`config.mk`:
```
export PLATFORM = sky130hd
export DESIGN_NAME = reg_file_param_flat
export DESIGN_NICKNAME = d
export VERILOG_FILES = /design/src/rtl/reg_file_param_if.sv /design/src/rtl/reg_file_param.sv /design/src/flat_wrapper.sv
export SDC_FILE = /design/constraint.sdc
export NUM_CORES = 1
export LEC_CHECK = 0
export CAP_MARGIN = 20
export CORE_AREA = 2 2 123 125
export CTS_BUF_LIST = sky130_fd_sc_hd__clkbuf_4 sky130_fd_sc_hd__clkbuf_8
export DETAILED_ROUTE_END_ITERATION = 10
export DIE_AREA = 0 0 125 127
export PLACE_DENSITY = 0.8
export SYNTH_ARGS = -nofsm -noshare
export SYNTH_HDL_FRONTEND = slang
export SYNTH_SLANG_ARGS = --single-unit
```
`constraint.sdc`:
```
create_clock -name clk -period 2.2 [get_ports clk]
set_input_delay 0.22 -clock clk [delete_from_list [all_inputs] [get_ports clk]]
set_output_delay 0.22 -clock clk [all_outputs]
set_load 0.005 [all_outputs]
```
`src/rtl/reg_file_param_if.sv`:
```
// Bus bundle for reg_file_param: read port pair, write port, issue
// (scoreboard set) port and the hazard outputs.
interface reg_file_param_if #(
    parameter int DATA_W = 8,
    parameter int ADDR_W = 4
);
    logic              rd_en;
    logic [ADDR_W-1:0] ra;
    logic [ADDR_W-1:0] rb;
    logic [DATA_W-1:0] data_out0;
    logic [DATA_W-1:0] data_out1;
    logic              wr_en;
    logic [ADDR_W-1:0] wd_addr;
    logic [DATA_W-1:0] wr_data;
    logic              issue_en;
    logic [ADDR_W-1:0] issue_addr;
    logic              busy_a;
    logic              busy_b;
    logic              stall;

    modport master (
        output rd_en, ra, rb, wr_en, wd_addr, wr_data, issue_en, issue_addr,
        input  data_out0, data_out1, busy_a, busy_b, stall
    );

    modport slave (
        input  rd_en, ra, rb, wr_en, wd_addr, wr_data, issue_en, issue_addr,
        output data_out0, data_out1, busy_a, busy_b, stall
    );
endinterface

```
`src/rtl/reg_file_param.sv`:
```
// Two-read / one-write register file with registered read data, optional
// write-to-read forwarding, optional hardwired-zero entry 0 and a per-entry
// busy scoreboard driving a read-hazard stall.
module reg_file_param #(
    parameter int DATA_W   = 8,
    parameter int ADDR_W   = 4,
    parameter int ZERO_REG = 0,
    parameter int BYPASS   = 1
) (
    input logic              clk,
    input logic              reset,
    reg_file_param_if.slave  bus
);
    localparam int DEPTH = 1 << ADDR_W;
    localparam bit ZR    = (ZERO_REG != 0);
    localparam bit BYP   = (BYPASS != 0);

    logic [DATA_W-1:0] mem [DEPTH];
    logic [DEPTH-1:0]  busy;

    logic              wr_ok;
    logic              fwd_a;
    logic              fwd_b;
    logic              zero_a;
    logic              zero_b;
    logic [DATA_W-1:0] rd_a;
    logic [DATA_W-1:0] rd_b;

    // A write to the hardwired zero entry is dropped, so it can never be
    // stored nor forwarded.
    assign wr_ok  = bus.wr_en && !(ZR && (bus.wd_addr == '0));
    assign fwd_a  = BYP && wr_ok && (bus.wd_addr == bus.ra);
    assign fwd_b  = BYP && wr_ok && (bus.wd_addr == bus.rb);
    assign zero_a = ZR && (bus.ra == '0);
    assign zero_b = ZR && (bus.rb == '0);

    // Read-port selection: zero entry, forwarded write data, or stored entry.
    always_comb begin
        rd_a = mem[bus.ra];
        rd_b = mem[bus.rb];
        if (fwd_a) rd_a = bus.wr_data;
        if (fwd_b) rd_b = bus.wr_data;
        if (zero_a) rd_a = '0;
        if (zero_b) rd_b = '0;
    end

    // Pending status is masked when the producer's write lands this cycle
    // and will be forwarded.
    assign bus.busy_a = busy[bus.ra] && !(BYP && bus.wr_en && (bus.wd_addr == bus.ra)) && !zero_a;
    assign bus.busy_b = busy[bus.rb] && !(BYP && bus.wr_en && (bus.wd_addr == bus.rb)) && !zero_b;
    assign bus.stall  = bus.rd_en && (bus.busy_a || bus.busy_b);

    // Storage array update; reset clears every entry and overrides writes.
    always_ff @(posedge clk) begin
        if (reset) begin
            for (int i = 0; i < DEPTH; i++) mem[i] <= '0;
        end else if (wr_ok) begin
            mem[bus.wd_addr] <= bus.wr_data;
        end
    end

    // Scoreboard: a write clears, an issue sets; the set is applied last so
    // a new producer supersedes a completing one on the same entry.
    always_ff @(posedge clk) begin
        if (reset) begin
            busy <= '0;
        end else begin
            if (bus.wr_en) busy[bus.wd_addr] <= 1'b0;
            if (bus.issue_en && !(ZR && (bus.issue_addr == '0)))
                busy[bus.issue_addr] <= 1'b1;
        end
    end

    // Registered read data, captured even while stalled.
    always_ff @(posedge clk) begin
        if (reset) begin
            bus.data_out0 <= '0;
            bus.data_out1 <= '0;
        end else if (bus.rd_en) begin
            bus.data_out0 <= rd_a;
            bus.data_out1 <= rd_b;
        end
    end
endmodule

```
`src/flat_wrapper.sv`:
```
// flat-port wrapper written by rule: the top's interface ports become plain ports
module reg_file_param_flat 
#(
    parameter int DATA_W   = 8,
    parameter int ADDR_W   = 4,
    parameter int ZERO_REG = 0,
    parameter int BYPASS   = 1
)
  (clk, reset, bus_rd_en, bus_ra, bus_rb, bus_wr_en, bus_wd_addr, bus_wr_data, bus_issue_en, bus_issue_addr, bus_data_out0, bus_data_out1, bus_busy_a, bus_busy_b, bus_stall);
  reg_file_param_if #(.DATA_W(DATA_W), .ADDR_W(ADDR_W)) bus_i ();
  input logic clk;
  input logic reset;
  input wire logic [$bits(bus_i.rd_en)-1:0] bus_rd_en;
  input wire logic [$bits(bus_i.ra)-1:0] bus_ra;
  input wire logic [$bits(bus_i.rb)-1:0] bus_rb;
  input wire logic [$bits(bus_i.wr_en)-1:0] bus_wr_en;
  input wire logic [$bits(bus_i.wd_addr)-1:0] bus_wd_addr;
  input wire logic [$bits(bus_i.wr_data)-1:0] bus_wr_data;
  input wire logic [$bits(bus_i.issue_en)-1:0] bus_issue_en;
  input wire logic [$bits(bus_i.issue_addr)-1:0] bus_issue_addr;
  output wire logic [$bits(bus_i.data_out0)-1:0] bus_data_out0;
  output wire logic [$bits(bus_i.data_out1)-1:0] bus_data_out1;
  output wire logic [$bits(bus_i.busy_a)-1:0] bus_busy_a;
  output wire logic [$bits(bus_i.busy_b)-1:0] bus_busy_b;
  output wire logic [$bits(bus_i.stall)-1:0] bus_stall;
  assign bus_i.rd_en = bus_rd_en;
  assign bus_i.ra = bus_ra;
  assign bus_i.rb = bus_rb;
  assign bus_i.wr_en = bus_wr_en;
  assign bus_i.wd_addr = bus_wd_addr;
  assign bus_i.wr_data = bus_wr_data;
  assign bus_i.issue_en = bus_issue_en;
  assign bus_i.issue_addr = bus_issue_addr;
  assign bus_data_out0 = bus_i.data_out0;
  assign bus_data_out1 = bus_i.data_out1;
  assign bus_busy_a = bus_i.busy_a;
  assign bus_busy_b = bus_i.busy_b;
  assign bus_stall = bus_i.stall;
  reg_file_param #(.DATA_W(DATA_W), .ADDR_W(ADDR_W), .ZERO_REG(ZERO_REG), .BYPASS(BYPASS)) u_core (.clk(clk), .reset(reset), .bus(bus_i));
endmodule
```
## After elaboration in Yosys (flattened, before gate mapping)

Memory sizes are Yosys's and may differ from the RTL's. A register that Yosys moved wholly into a read port is not among the register bits.
Index checks and enable logic that the tools add are counted.

- Register bits: 16
- RAM bits: 128
- Input port bits: 29
- Output and inout bits: 19
- Logic and storage cells: 43
- Memories kept: 1

- Magnitude comparators: 6
- Equal/unequal tests: 2
- Muxes and demuxes: 19
- Bitwise gates (word level): 3
- Reduce and logical (&&, ||, !) cells: 11

Memory list:

| memory | words | bits a word | read ports | clocked after Yosys merged registers in | write ports | line | source |
|---|---|---|---|---|---|---|---|
| u_core.mem | 16 | 8 | 2 | 2 | 16 | reg_file_param.sv:18 | `logic [DATA_W-1:0] mem [DEPTH];` |

Operators by type and width:

| operator | count |
|---|---|
| two-way mux 16 bit | 3 |
| < comparator 4 x 5 -> 1 bit, second input constant | 4 |
| AND 16 bit | 1 |
| NOT 16 bit | 1 |
| bitwise OR 16 bit | 1 |
| two-way mux 1 bit | 10 |
| binary-select mux 1 bit (select 4 bit) | 2 |
| demux 1 bit (select 4 bit) | 2 |
| equality test 4 bit | 2 |
| greater-or-equal comparator 4 x 1 -> 1 bit, second input constant | 2 |
| two-way mux 8 bit | 1 |
| OR reduction 8 bit | 1 |
| logical AND 1 bit | 7 |
| two-way mux 4 bit | 1 |
| logical NOT 1 bit | 2 |
| logical OR 1 bit | 1 |

## Depth between registers and ports, before layout

- Word-level depth: 10
- Gate-level depth with buffers: 6
- Mapped depth without buffers: 4

## Least setup slack after synthesis

OpenSTA, ideal clock, no wires.

- Path kind: input to output
- Start: input port bus_ra[0]
- End: output port bus_stall
- Arrival: 1.540 ns
- Data required time: 1.980 ns
- Slack: 0.440 ns
- Stages on the path: 6
- Buffers on the path: 2
- Cells stage by stage: buf_6 buf_6 mux4_1 mux2i_1 mux2i_1 a32o_1

- Word-level cells in the longest chain between the ends: 6
- Elaborated cells between the ends (all ways): 8
- Classes of those cells: eq/ne (1); mux (2); reduce/logical (5)

RTL lines:

| item | line | source |
|---|---|---|
| from (decl) | flat_wrapper.sv:14 | `input wire logic [$bits(bus_i.ra)-1:0] bus_ra;` |
| parallel branches: the longest is 3 deep, another holds binary-select mux 1 bit (select 4 bit) | n/a |  |
| logical AND 1 bit * | reg_file_param.sv:49 | `assign bus.busy_a = busy[bus.ra] && !(BYP && bus.wr_en && (bus.wd_addr == bus.ra)) && !zero_a;` |
| logical OR 1 bit * | reg_file_param.sv:51 | `assign bus.stall = bus.rd_en && (bus.busy_a \|\| bus.busy_b);` |
| logical AND 1 bit * | reg_file_param.sv:51 |  |
| to (decl) | flat_wrapper.sv:25 | `output wire logic [$bits(bus_i.stall)-1:0] bus_stall;` |

Mark *: on every way between the ends. The select of a mux whose other input is x is not followed.

## Worst setup path in the final report

- Start: register u_core.busy[12]
- End: output port bus_busy_b

- Word-level cells in the longest chain between the ends: 3

RTL lines:

| item | line | source |
|---|---|---|
| from (decl) | reg_file_param.sv:19 | `logic [DEPTH-1:0] busy;` |
| from (signal assigned) | reg_file_param.sv:66 | `busy <= '0;` |
| from (signal, indexed assignment) | reg_file_param.sv:68 | `if (bus.wr_en) busy[bus.wd_addr] <= 1'b0;` |
| from (signal, indexed assignment) | reg_file_param.sv:70 | `busy[bus.issue_addr] <= 1'b1;` |
| binary-select mux 1 bit (select 4 bit) | reg_file_param.sv:50 | `assign bus.busy_b = busy[bus.rb] && !(BYP && bus.wr_en && (bus.wd_addr == bus.rb)) && !zero_b;` |
| two-way mux 1 bit (implied by the code) | reg_file_param.sv:50 |  |
| logical AND 1 bit | reg_file_param.sv:50 |  |
| to (decl) | flat_wrapper.sv:24 | `output wire logic [$bits(bus_i.busy_b)-1:0] bus_busy_b;` |

Every way passes these cells. The select of a mux whose other input is x is not followed.

==> results list <==
- Std-Cell Rows: 44
- H-tree level count: 4
- The most numerous cell type found on the critical path is sky130_fd_sc_hd__mux2i_1.
* Routed wirelength normalized by instance count: 25.9 um
* DRC violations left: 0
- The critical path contains buffers and inverters numbering 2 combined.
* Final RePlAce weighted congestion: 0.896
* Non-filler instance count after layout: ~900
- Internal portion of total power: 0.00506 W
* Switching portion of total power: between 20% and 30%
- Counting flops with a built-in enable in the synthesized netlist gives approximately 130.
- Counting the buffers created by CTS gives 17.
* First-pass GRT wire length: 35.9 mm
- Crit Path Class: reg -> out
- GRT Overall Usage: 30.6%
- NetSw: approximately 0.0017 W
- Effective utilization at floorplan: about 61%
- For this run, asynchronously set or reset flops after synthesis account for 0%.
- Skew-Pair Late Insertion Delay: between 400 and 500 ps
- The clock arrives with a little over 9 ps of skew.
- Top-level I/O count: 48
- TritonCTS built the clock tree.
- The design draws slightly below 0.007 W.
- Sort of element at the start of the critical path: register
- The number of slew-limit violations in the final report was 0.
- The signal on the critical path passes through mux4_2 -> mux2i_1 -> mux2i_1 -> buf_4 -> a21boi_1 -> buf_2.
- The number of global-route vias before repair came to between 6,000 and 7,000.
- Each instance of the synthesized netlist takes up on average 14.3 sq um.
* Total half-perimeter wirelength after legalization and detailed placement: 16.7 mm
- Cells with a size suffix above 1 make up roughly a fifth of the layout.
- Final Hold Slack: 449 ps
- Top_reg_cell synth: sky130_fd_sc_hd__edfxtp_1
- Violations in the final reports: negative setup slack
* Sinks on the clock net: between 150 and 200
* Fin crit period: 2230 ps
- Power spread over the standard cell area amounts to approximately 660 nW/um^2.
- Highest-delay cell along the critical path: sky130_fd_sc_hd__mux4_2
- Data on the critical path arrives at its endpoint at roughly 2000 ps.
- Number of design-rule violations left by the first detailed-router iteration: ~790
- Headroom to the max-slew limit came out at 44.8%.
* Final number of hold-violating endpoints: 0
- In this run, distinct cell masters in the synthesized netlist total 42.
- Summing every instance area after synthesis gives between 8000 and 9000 sq um.
- Die Outline Area: between 15,000 and 20,000 sq um
* Via count: about 6,000
- Clk pwr share: 33.0%
* Remaining global-route overflow: 0
- Port buffering added 47 buffers.
- The library cells used most frequently in the layout, excluding fill and tap cells, are sky130_fd_sc_hd__and2_1 (145), sky130_fd_sc_hd__edfxtp_1 (128), sky130_fd_sc_hd__buf_4 (46), sky130_fd_sc_hd__clkdlybuf4s50_1 (42), sky130_fd_sc_hd__mux4_1 (36).
- Measured along the x axis, the die boundary spans ~130 um.
- In the final design database the tool counted approximately 730 nets.
- Minimum setup slack in the final design: -30.2 ps
* Endpoint type of the worst setup path: output pin
- Once layout is complete, the utilization of the core stands at a little over two thirds.
* Maximum net fanout on the critical path: 3
- The detail route stage leaves a number of antenna-violating nets equal to 0.
* Slew at the pin closest to its max-slew limit: just over 800 ps
- The area growth from synthesis to layout is 15.5%.
- Combinational cells account for 14.5% of the total power.
- Setup violations remaining at the end of the flow were counted as 1.
* Classification of the worst-slack hold path: in -> reg
- Ant. Diodes: 0
- The run finished, with violations left.
- Sequential elements use around half of the synthesized area.
- Wirelength, routed: roughly 23 mm
- The analysis attributes to cell leakage a power of ~3.9 nW.
- Via density: approximately 6.6
* Number of warnings issued by yosys: 0
- The number of nets handed over by synthesis was around 640.
- Instance area at placement: slightly below 10,000 sq um
- Worst-case vdd ir drop: about 0.00042 V
- Static timing analysis puts the maximum clock frequency at approximately 450 MHz.
* Maximum Capacitance Violations: 0
- Synthesized netlist cell count: 614
- Setup repair after global routing could not meet its margin everywhere.
* Core box area: between 10,000 and 15,000 sq um
- Entering global routing, the biggest net connects 23 pins.
* Root buffer selected by CTS: sky130_fd_sc_hd__clkbuf_8
- Initial antenna violation count: 0
- Of the total power, registers draw 52.5%.
- Pre-antenna DRT Iters: 6
- The longest clock path from root to sink contains 2 buffers.
* Most common cell after layout, fill and taps aside: sky130_fd_sc_hd__and2_1
- The die is approximately 130 um tall.
* Instance count after placement with tap cells included: 860
- Cell class contributing the biggest share of worst-path delay: multiplexers
- The finished cells cover between 10,000 and 15,000 sq um.
- In this design, the stage delay of the slowest critical-path cell is between 400 and 500 ps.
* Synth Register Bits: 160
- After layout, the worst path uses 101% of the clock period.
- Data required time at the worst endpoint: a little under 2000 ps
* Clk slew on worst S/H paths: about 80 ps
area by class of cell:
class | instances | area [sq um]
clock inverter | 14 | 165
clock buffer | 17 | 234
inverter | 19 | 71.3
fill | 919 | 4260
timing repair buffer | 106 | 1060
tap | 184 | 230
multi-input combinational | 394 | 3910
sequential | 160 | 4500
flip-flops by register name, indices dropped and copies added (netlist names):
| signal | flops |
|---|---|
| u_core.mem | 128 |
| u_core.busy | 16 |
| u_core.bus.data_out0 | 8 |
| u_core.bus.data_out1 | 8 |
timing repair:
action	4_1_cts	5_1_grt
setup buffers	1	2
setup endpoints to repair	3	2
endpoints found under the hold margin	0	0
resized for setup	14	7
pin swaps	0	3
hold buffers	0	0
metal layers:
metal,GRT usage (%),vias to the layer above,part of all wire (%)
met5,0,-,0
met4,14.3,0,4.3
met3,6.66,73,9.5
met2,51.2,371,49
met1,38.7,2918,37
li1,-,2547,-
power by group through the flow:
stage	Clock [W]	Sequential, W	Combinational (W)
floorplan	0	0.00356	0.000584
global placement	0	0.00358	0.000935
detailed placement	0	0.00361	0.000957
CTS	0.00224	0.00354	0.000965
global route	0.00235	0.00356	0.00103
finish	0.00223	0.00354	0.000979
metrics by stage:
step                      setup TNS (ps)  worst slack (ps)
final                              -30.2             -30.2
after global routing               -78.9             -78.9
after CTS                           -102              -102
after detailed placement           -2320              -243
after global placement             -1190              -187
after floorplan                        0               440
path summary, 6_finish.rpt:
| kind | from | endpoint | slack, ps | depth (start not counted) |
|---|---|---|---|---|
| worst max register to register | u_core.mem[13][7]$_SDFFCE_PN0P_ | u_core.bus.data_out1[7]$_SDFFE_PP0P_ | 430 | 4 |
| worst min-delay path | bus_issue_en | u_core.busy[15]$_SDFF_PP0_ | 450 | 3 |
| worst max-delay path | u_core.busy[12]$_SDFF_PP0_ | bus_busy_b | -30 | 6 |
| worst min register to register | u_core.busy[2]$_SDFF_PP0_ | u_core.busy[2]$_SDFF_PP0_ | 480 | 2 |
tightest hold or removal path, cell delays in order:
cell                              delay, ps
sky130_fd_sc_hd__clkdlybuf4s50_1        470
sky130_fd_sc_hd__nand3_1                120
sky130_fd_sc_hd__o22ai_1                 70
cells in the mapped netlist (3+ instances only):
| cell type | n | share of area (%) |
|---|---|---|
| sky130_fd_sc_hd__buf_2 | 6 | 0.34 |
| sky130_fd_sc_hd__a2bb2o_1 | 3 | 0.34 |
| sky130_fd_sc_hd__mux4_1 | 37 | 11 |
| sky130_fd_sc_hd__clkbuf_4 | 3 | 0.26 |
| sky130_fd_sc_hd__nor3b_1 | 3 | 0.26 |
| sky130_fd_sc_hd__clkbuf_8 | 4 | 0.63 |
| sky130_fd_sc_hd__nand2b_1 | 4 | 0.28 |
| sky130_fd_sc_hd__a31o_2 | 4 | 0.40 |
| sky130_fd_sc_hd__nor2b_1 | 3 | 0.21 |
| sky130_fd_sc_hd__buf_4 | 3 | 0.26 |
| sky130_fd_sc_hd__a21o_1 | 12 | 1.0 |
| sky130_fd_sc_hd__nor2_1 | 26 | 1.1 |
| sky130_fd_sc_hd__clkbuf_1 | 14 | 0.60 |
| sky130_fd_sc_hd__nand2_1 | 18 | 0.77 |
| sky130_fd_sc_hd__o22ai_1 | 18 | 1.3 |
| sky130_fd_sc_hd__and2_1 | 145 | 10 |
| sky130_fd_sc_hd__mux2i_1 | 30 | 3.4 |
| sky130_fd_sc_hd__o21ai_0 | 9 | 0.51 |
| sky130_fd_sc_hd__dfxtp_1 | 32 | 7.3 |
| sky130_fd_sc_hd__a221o_1 | 16 | 1.8 |
| sky130_fd_sc_hd__buf_6 | 6 | 0.77 |
| sky130_fd_sc_hd__mux4_2 | 33 | 8.4 |
| sky130_fd_sc_hd__edfxtp_1 | 128 | 44 |
| sky130_fd_sc_hd__nor3_1 | 6 | 0.34 |
| sky130_fd_sc_hd__xor2_1 | 8 | 0.80 |
| sky130_fd_sc_hd__inv_1 | 19 | 0.81 |
| sky130_fd_sc_hd__buf_12 | 3 | 0.68 |
logic make-up (layout without fill, tap and decap cells):
group | Yosys count | after routing | synth area share, %
AOI/OAI and AO/OA | 69 | 69 | 5.97
xor gates and xnor gates | 8 | 8 | 0.797
buffers and inverters | 60 | 156 | 4.62
DFF | 160 | 160 | 51.0
muxes | 102 | 102 | 23.5
and+or+nand+nor | 215 | 215 | 14.2
Note: power is estimated with default switching activity, not from simulation.
==> RTL change 1, RTL diff (same flow settings) <==
`ZERO_REG` is set to 0 in 2 places; all go to 1.
--- a/src/rtl/reg_file_param.sv
+++ b/src/rtl/reg_file_param.sv
@@ -5,5 +5,5 @@
     parameter int DATA_W   = 8,
     parameter int ADDR_W   = 4,
-    parameter int ZERO_REG = 0,
+    parameter int ZERO_REG = 1,
     parameter int BYPASS   = 1
 ) (
--- a/src/flat_wrapper.sv
+++ b/src/flat_wrapper.sv
@@ -4,5 +4,5 @@
     parameter int DATA_W   = 8,
     parameter int ADDR_W   = 4,
-    parameter int ZERO_REG = 0,
+    parameter int ZERO_REG = 1,
     parameter int BYPASS   = 1
 )
Behaviour: not the same (Yosys sat finds a counterexample within 4 cycles, from zero or initial values and one cycle with reset high).
==> RTL change 1 against the original RTL <==
  * Synthesized area down 4.3%
  * Sequential cell count unchanged
  * Setup slack better by 0.10 ns
  * Highest routed layer unchanged
  * Largest power group unchanged
  * Clock skew fell by 0.0041 ns
  * Hold slack got worse by 0.046 ns
  * Global-route usage fell by 0.75 points
  * Count of clock-buffer cells in the layout up 3
  * Combinational power grew 6%
  * Design area decreased by 2.9%
  * Power rose by 0.16%
  * Routed wire length down 0.18%
==> RTL change 1: results (changes against the original RTL) <==
The met3 demand-to-capacity share in global routing came out at 7.62% (+0.96 points). The number of placed instances with taps included is 885 (+2.9%). The switching part of the total came out at 25.9% (+0.86 points). The post-synthesis sequential area ratio came to 53.3% (+2.3 points).

The number of port buffers came out at 47 (unchanged). The number of global-route vias before repair is 6,360 (+3.8%). The part of the power in the clock network came out at 32.1% (-0.9 points).

The minimum setup slack among reg-to-reg paths is 0.36 ns (-0.07 ns). The met2 wire length came out at 11,400 um (+1.6%). The critical path arrival is 1.91 ns (-0.10 ns).

The maximum vdd ir drop came out at 0.426 mV (+1.0%). The initial DRC count is 827 (+5.4%). The total routing resource utilization after global routing is 29.9% (-0.75 points).

The number of standard cells in the final layout excluding fillers came out at 917 (+2.6%). The placer congestion estimate is 0.961 (+7.3%). The leakage power of the design is 3.25 nW (-16%). The wire length on met3 came out at 2570 um (+17%). The power dissipated in the clock network came out at 2.17 mW (-3%). The clock tree skew after final layout came out at 0.00505 ns (-0.00409 ns). The flow ran to the end, and the final reports show no timing, DRC or antenna violations. The average wire per cell in the routed design is 25.2 um (-2.7%). The post-placement worst setup slack came to -0.203 ns (+0.0400 ns). The met1 usage is 39.6% (+0.88 points).

The placed instance area came out at 9470 um2 (-2.8%). By count the netlist is led by sky130_fd_sc_hd__edfxtp_1 (128), sky130_fd_sc_hd__nor3_1 (96), sky130_fd_sc_hd__mux4_2 (71). Ranked by total cell area, the synthesized netlist is headed by sky130_fd_sc_hd__edfxtp_1 (46%), sky130_fd_sc_hd__mux4_2 (19%), sky130_fd_sc_hd__dfxtp_1 (7.6%), sky130_fd_sc_hd__nor3_1 (5.7%), sky130_fd_sc_hd__clkbuf_1 (2.2%). The post-CTS setup buffer count is 0 (-1). The final worst-path setup slack came to 0.0696 ns (+0.0998 ns). The number of nets in the finished design came to 749 (+3.0%).

The mean area per synthesized cell is 13.0 um2 (-9.1%). The met2 capacity usage during global routing is 49.3% (-1.9 points). The global-route wire length before repair is 35,900 um (-0.13%). The per-cell via count in the routed design is 6.97 (+5.5%). The number of iterations in the first detailed-routing pass was 5 (-1). The smallest hold slack is 0.403 ns (-0.0463 ns). The proportion of layout cells with a drive suffix above 1 came out at 27.3% (+7.0 points). The worst-margin pin slew is 0.987 ns (+0.162 ns). The pin count of the biggest net entering global routing was 38 (+65%).

The maximum buffer depth of the clock tree came out at 2 (unchanged). The distinct cell type count of the synthesized netlist came to 47 (+12%). The length of routed wiring on met1 is 8690 um (+0.16%).
-- RTL change 1: cell count changes after synthesis, moves of 11 or more --
cell	unedited run	this run
sky130_fd_sc_hd__a21o_1	12	1
sky130_fd_sc_hd__a22oi_1	0	21
sky130_fd_sc_hd__and2_1	145	11
sky130_fd_sc_hd__clkbuf_1	14	49
sky130_fd_sc_hd__mux2i_1	30	0
sky130_fd_sc_hd__mux4_1	37	0
sky130_fd_sc_hd__mux4_2	33	71
sky130_fd_sc_hd__nor3_1	6	96
sky130_fd_sc_hd__nor4_1	1	25
-- RTL change 1: layout make-up --
type                    instances  area, um2
clock inverters                12        135
repair buffers                119       1100
well taps                     184        230
fillers                       998       4560
inverters                      10       37.5
clock buffers                  20        256
multi-input cells             412       3610
flip-flops and latches        160       4490
-- RTL change 1: kinds of logic after synthesis --
| kind of cell | synth area share [%] |
|---|---|
| simple gates | 14.7 |
| flops | 53.3 |
| compound gates | 8.00 |
| buf+inv | 4.27 |
| mux | 19.1 |
| xor+xnor | 0.624 |
| other cells | 0.0446 |
-- RTL change 1: path summary, 6_finish.rpt --
check / depth (start not counted) / from / end
worst max register to register: 4 / u_core.mem[7][6] / u_core.bus.data_out0[6]
worst max-delay path: 5 / u_core.busy[13] / bus_busy_b
worst min-delay path: 2 / bus_wr_data[6] / u_core.bus.data_out0[6]
worst min register to register: 2 / u_core.bus.data_out1[2] / u_core.bus.data_out1[2]
-- RTL change 1: what timing repair did --
| item | in CTS | in global routing |
|---|---|---|
| resized for setup | 10 | 5 |
| cloned | 0 | 0 |
| endpoints found under the setup margin | 3 | 3 |
| pin swaps | 2 | 1 |
==> RTL change 2, RTL diff (config.mk and constraints unchanged) <==
Without the edit above. Reset style: asynchronous (`reset`), changed in 3 clocked blocks.
--- a/src/rtl/reg_file_param.sv
+++ b/src/rtl/reg_file_param.sv
@@ -52,5 +52,5 @@
 
     // Storage array update; reset clears every entry and overrides writes.
-    always_ff @(posedge clk) begin
+    always_ff @(posedge clk or posedge reset) begin
         if (reset) begin
             for (int i = 0; i < DEPTH; i++) mem[i] <= '0;
@@ -62,5 +62,5 @@
     // Scoreboard: a write clears, an issue sets; the set is applied last so
     // a new producer supersedes a completing one on the same entry.
-    always_ff @(posedge clk) begin
+    always_ff @(posedge clk or posedge reset) begin
         if (reset) begin
             busy <= '0;
@@ -73,5 +73,5 @@
 
     // Registered read data, captured even while stalled.
-    always_ff @(posedge clk) begin
+    always_ff @(posedge clk or posedge reset) begin
         if (reset) begin
             bus.data_out0 <= '0;
Formal check against the unedited RTL: differs if reset is asserted again (counterexample within 4 cycles, from zero or initial values and one cycle with reset high); with reset held inactive, the same outputs for 4 cycles.
==> RTL change 2 against the original RTL <==
  * The flow still finishes with violations (negative setup slack)
  * Sequential cell count unchanged
  * Routed wire length down 3.1%
  * Design area down 1.2%
  * Synthesized cell count down 4.7%
  * Setup slack better by 0.013 ns
  * Synthesized area down 2.7%
  * Highest routed layer unchanged
Power is not compared: it rests on default switching activity, and its combinational part moved more than twofold at a synthesized area within 25%.
==> RTL change 2: results (changes against the original RTL) <==
The number of nets in the finished design was 709 (-2.5%). The final reports fail on negative setup slack. The number of setup violations in the final report came out at 1 (unchanged).

Ranked by total cell area, the synthesized netlist is headed by sky130_fd_sc_hd__dfrtp_1 (47%), sky130_fd_sc_hd__mux2_2 (17%), sky130_fd_sc_hd__mux4_2 (13%), sky130_fd_sc_hd__mux4_1 (6.8%), sky130_fd_sc_hd__a22oi_1 (3.3%). The clock tree skew after final layout is 0.00929 ns (+0.000147 ns). In this run the worst setup path terminates at bus_stall. The worst-margin pin slew came out at 0.725 ns (-0.100 ns). The count of non-CTS buffers in the layout is 122 (+15%). The final worst-path setup slack is -0.0170 ns (+0.0132 ns).

The number of instances in the synthesized netlist is 585 (-4.7%). The smallest hold slack was 0.254 ns (-0.195 ns). The proportion of layout cells with a drive suffix above 1 was 43.5% (+23 points). The per-cell via count in the routed design came out at 6.88 (+4.0%). The distinct cell type count of the synthesized netlist came out at 31 (-26%).

The number of placed instances with taps included is 840 (-2.3%). The terminus of the critical flop-to-flop path is u_core.bus.data_out0[7]. The clock network contribution to total cell area is 3.83% (-0.10 points). The post-synthesis sequential area ratio was 46.8% (-4.2 points). The kind of path behind the tightest hold check is input port to async pin. The flow ran to the end, but the final reports show violations. The filler cell count in the final layout came out at 968 (+5.3%). The startpoint of the worst setup timing path is u_core.busy[11]. The minimum setup slack among reg-to-reg paths is 0.28 ns (-0.15 ns).

The fraction of area in multi-input gates came out at 42.8% (+4.4 points). The initial DRC count is 775 (-1.3%). The number of nets produced by synthesis is 614 (-4.5%). The pin count of the biggest net entering global routing was 108 (+370%).
## RTL change 2: cell types whose count changed after synthesis, sizes merged, moves of 30 or more
cell / delta
mux2: +128
and2: -143
edfxtp: -128
dfxtp: -32
dfrtp: +160
mux2i: -30
a22oi: +38
## RTL change 2: power groups by stage
stage / Sequential [mW] / Combinational [mW] / Clock, mW
after global routing: 4.20 / 2.38 / 2.26
after detailed placement: 4.16 / 2.19 / 0
after CTS: 4.11 / 2.21 / 2.14
after floorplan: 3.98 / 1.56 / 0
final: 4.13 / 2.23 / 2.11
after global placement: 4.07 / 2.09 / 0
## RTL change 2: what timing repair did
item	4_1_cts	5_1_grt
endpoints found under the setup margin	3	3
endpoints found under the hold margin	0	0
buffers inserted	3	2
gates resized for setup	15	1
pin swaps	5	4
## RTL change 2: kinds of logic (layout without fill, tap and decap cells)
group,count (synthesis),after routing,share of synthesized area (%)
flops,160,160,46.8
simple gates,87,87,5.35
buf+inv,48,155,3.20
compound gates,82,82,7.10
xor+xnor,8,8,0.819
mux,200,200,36.7
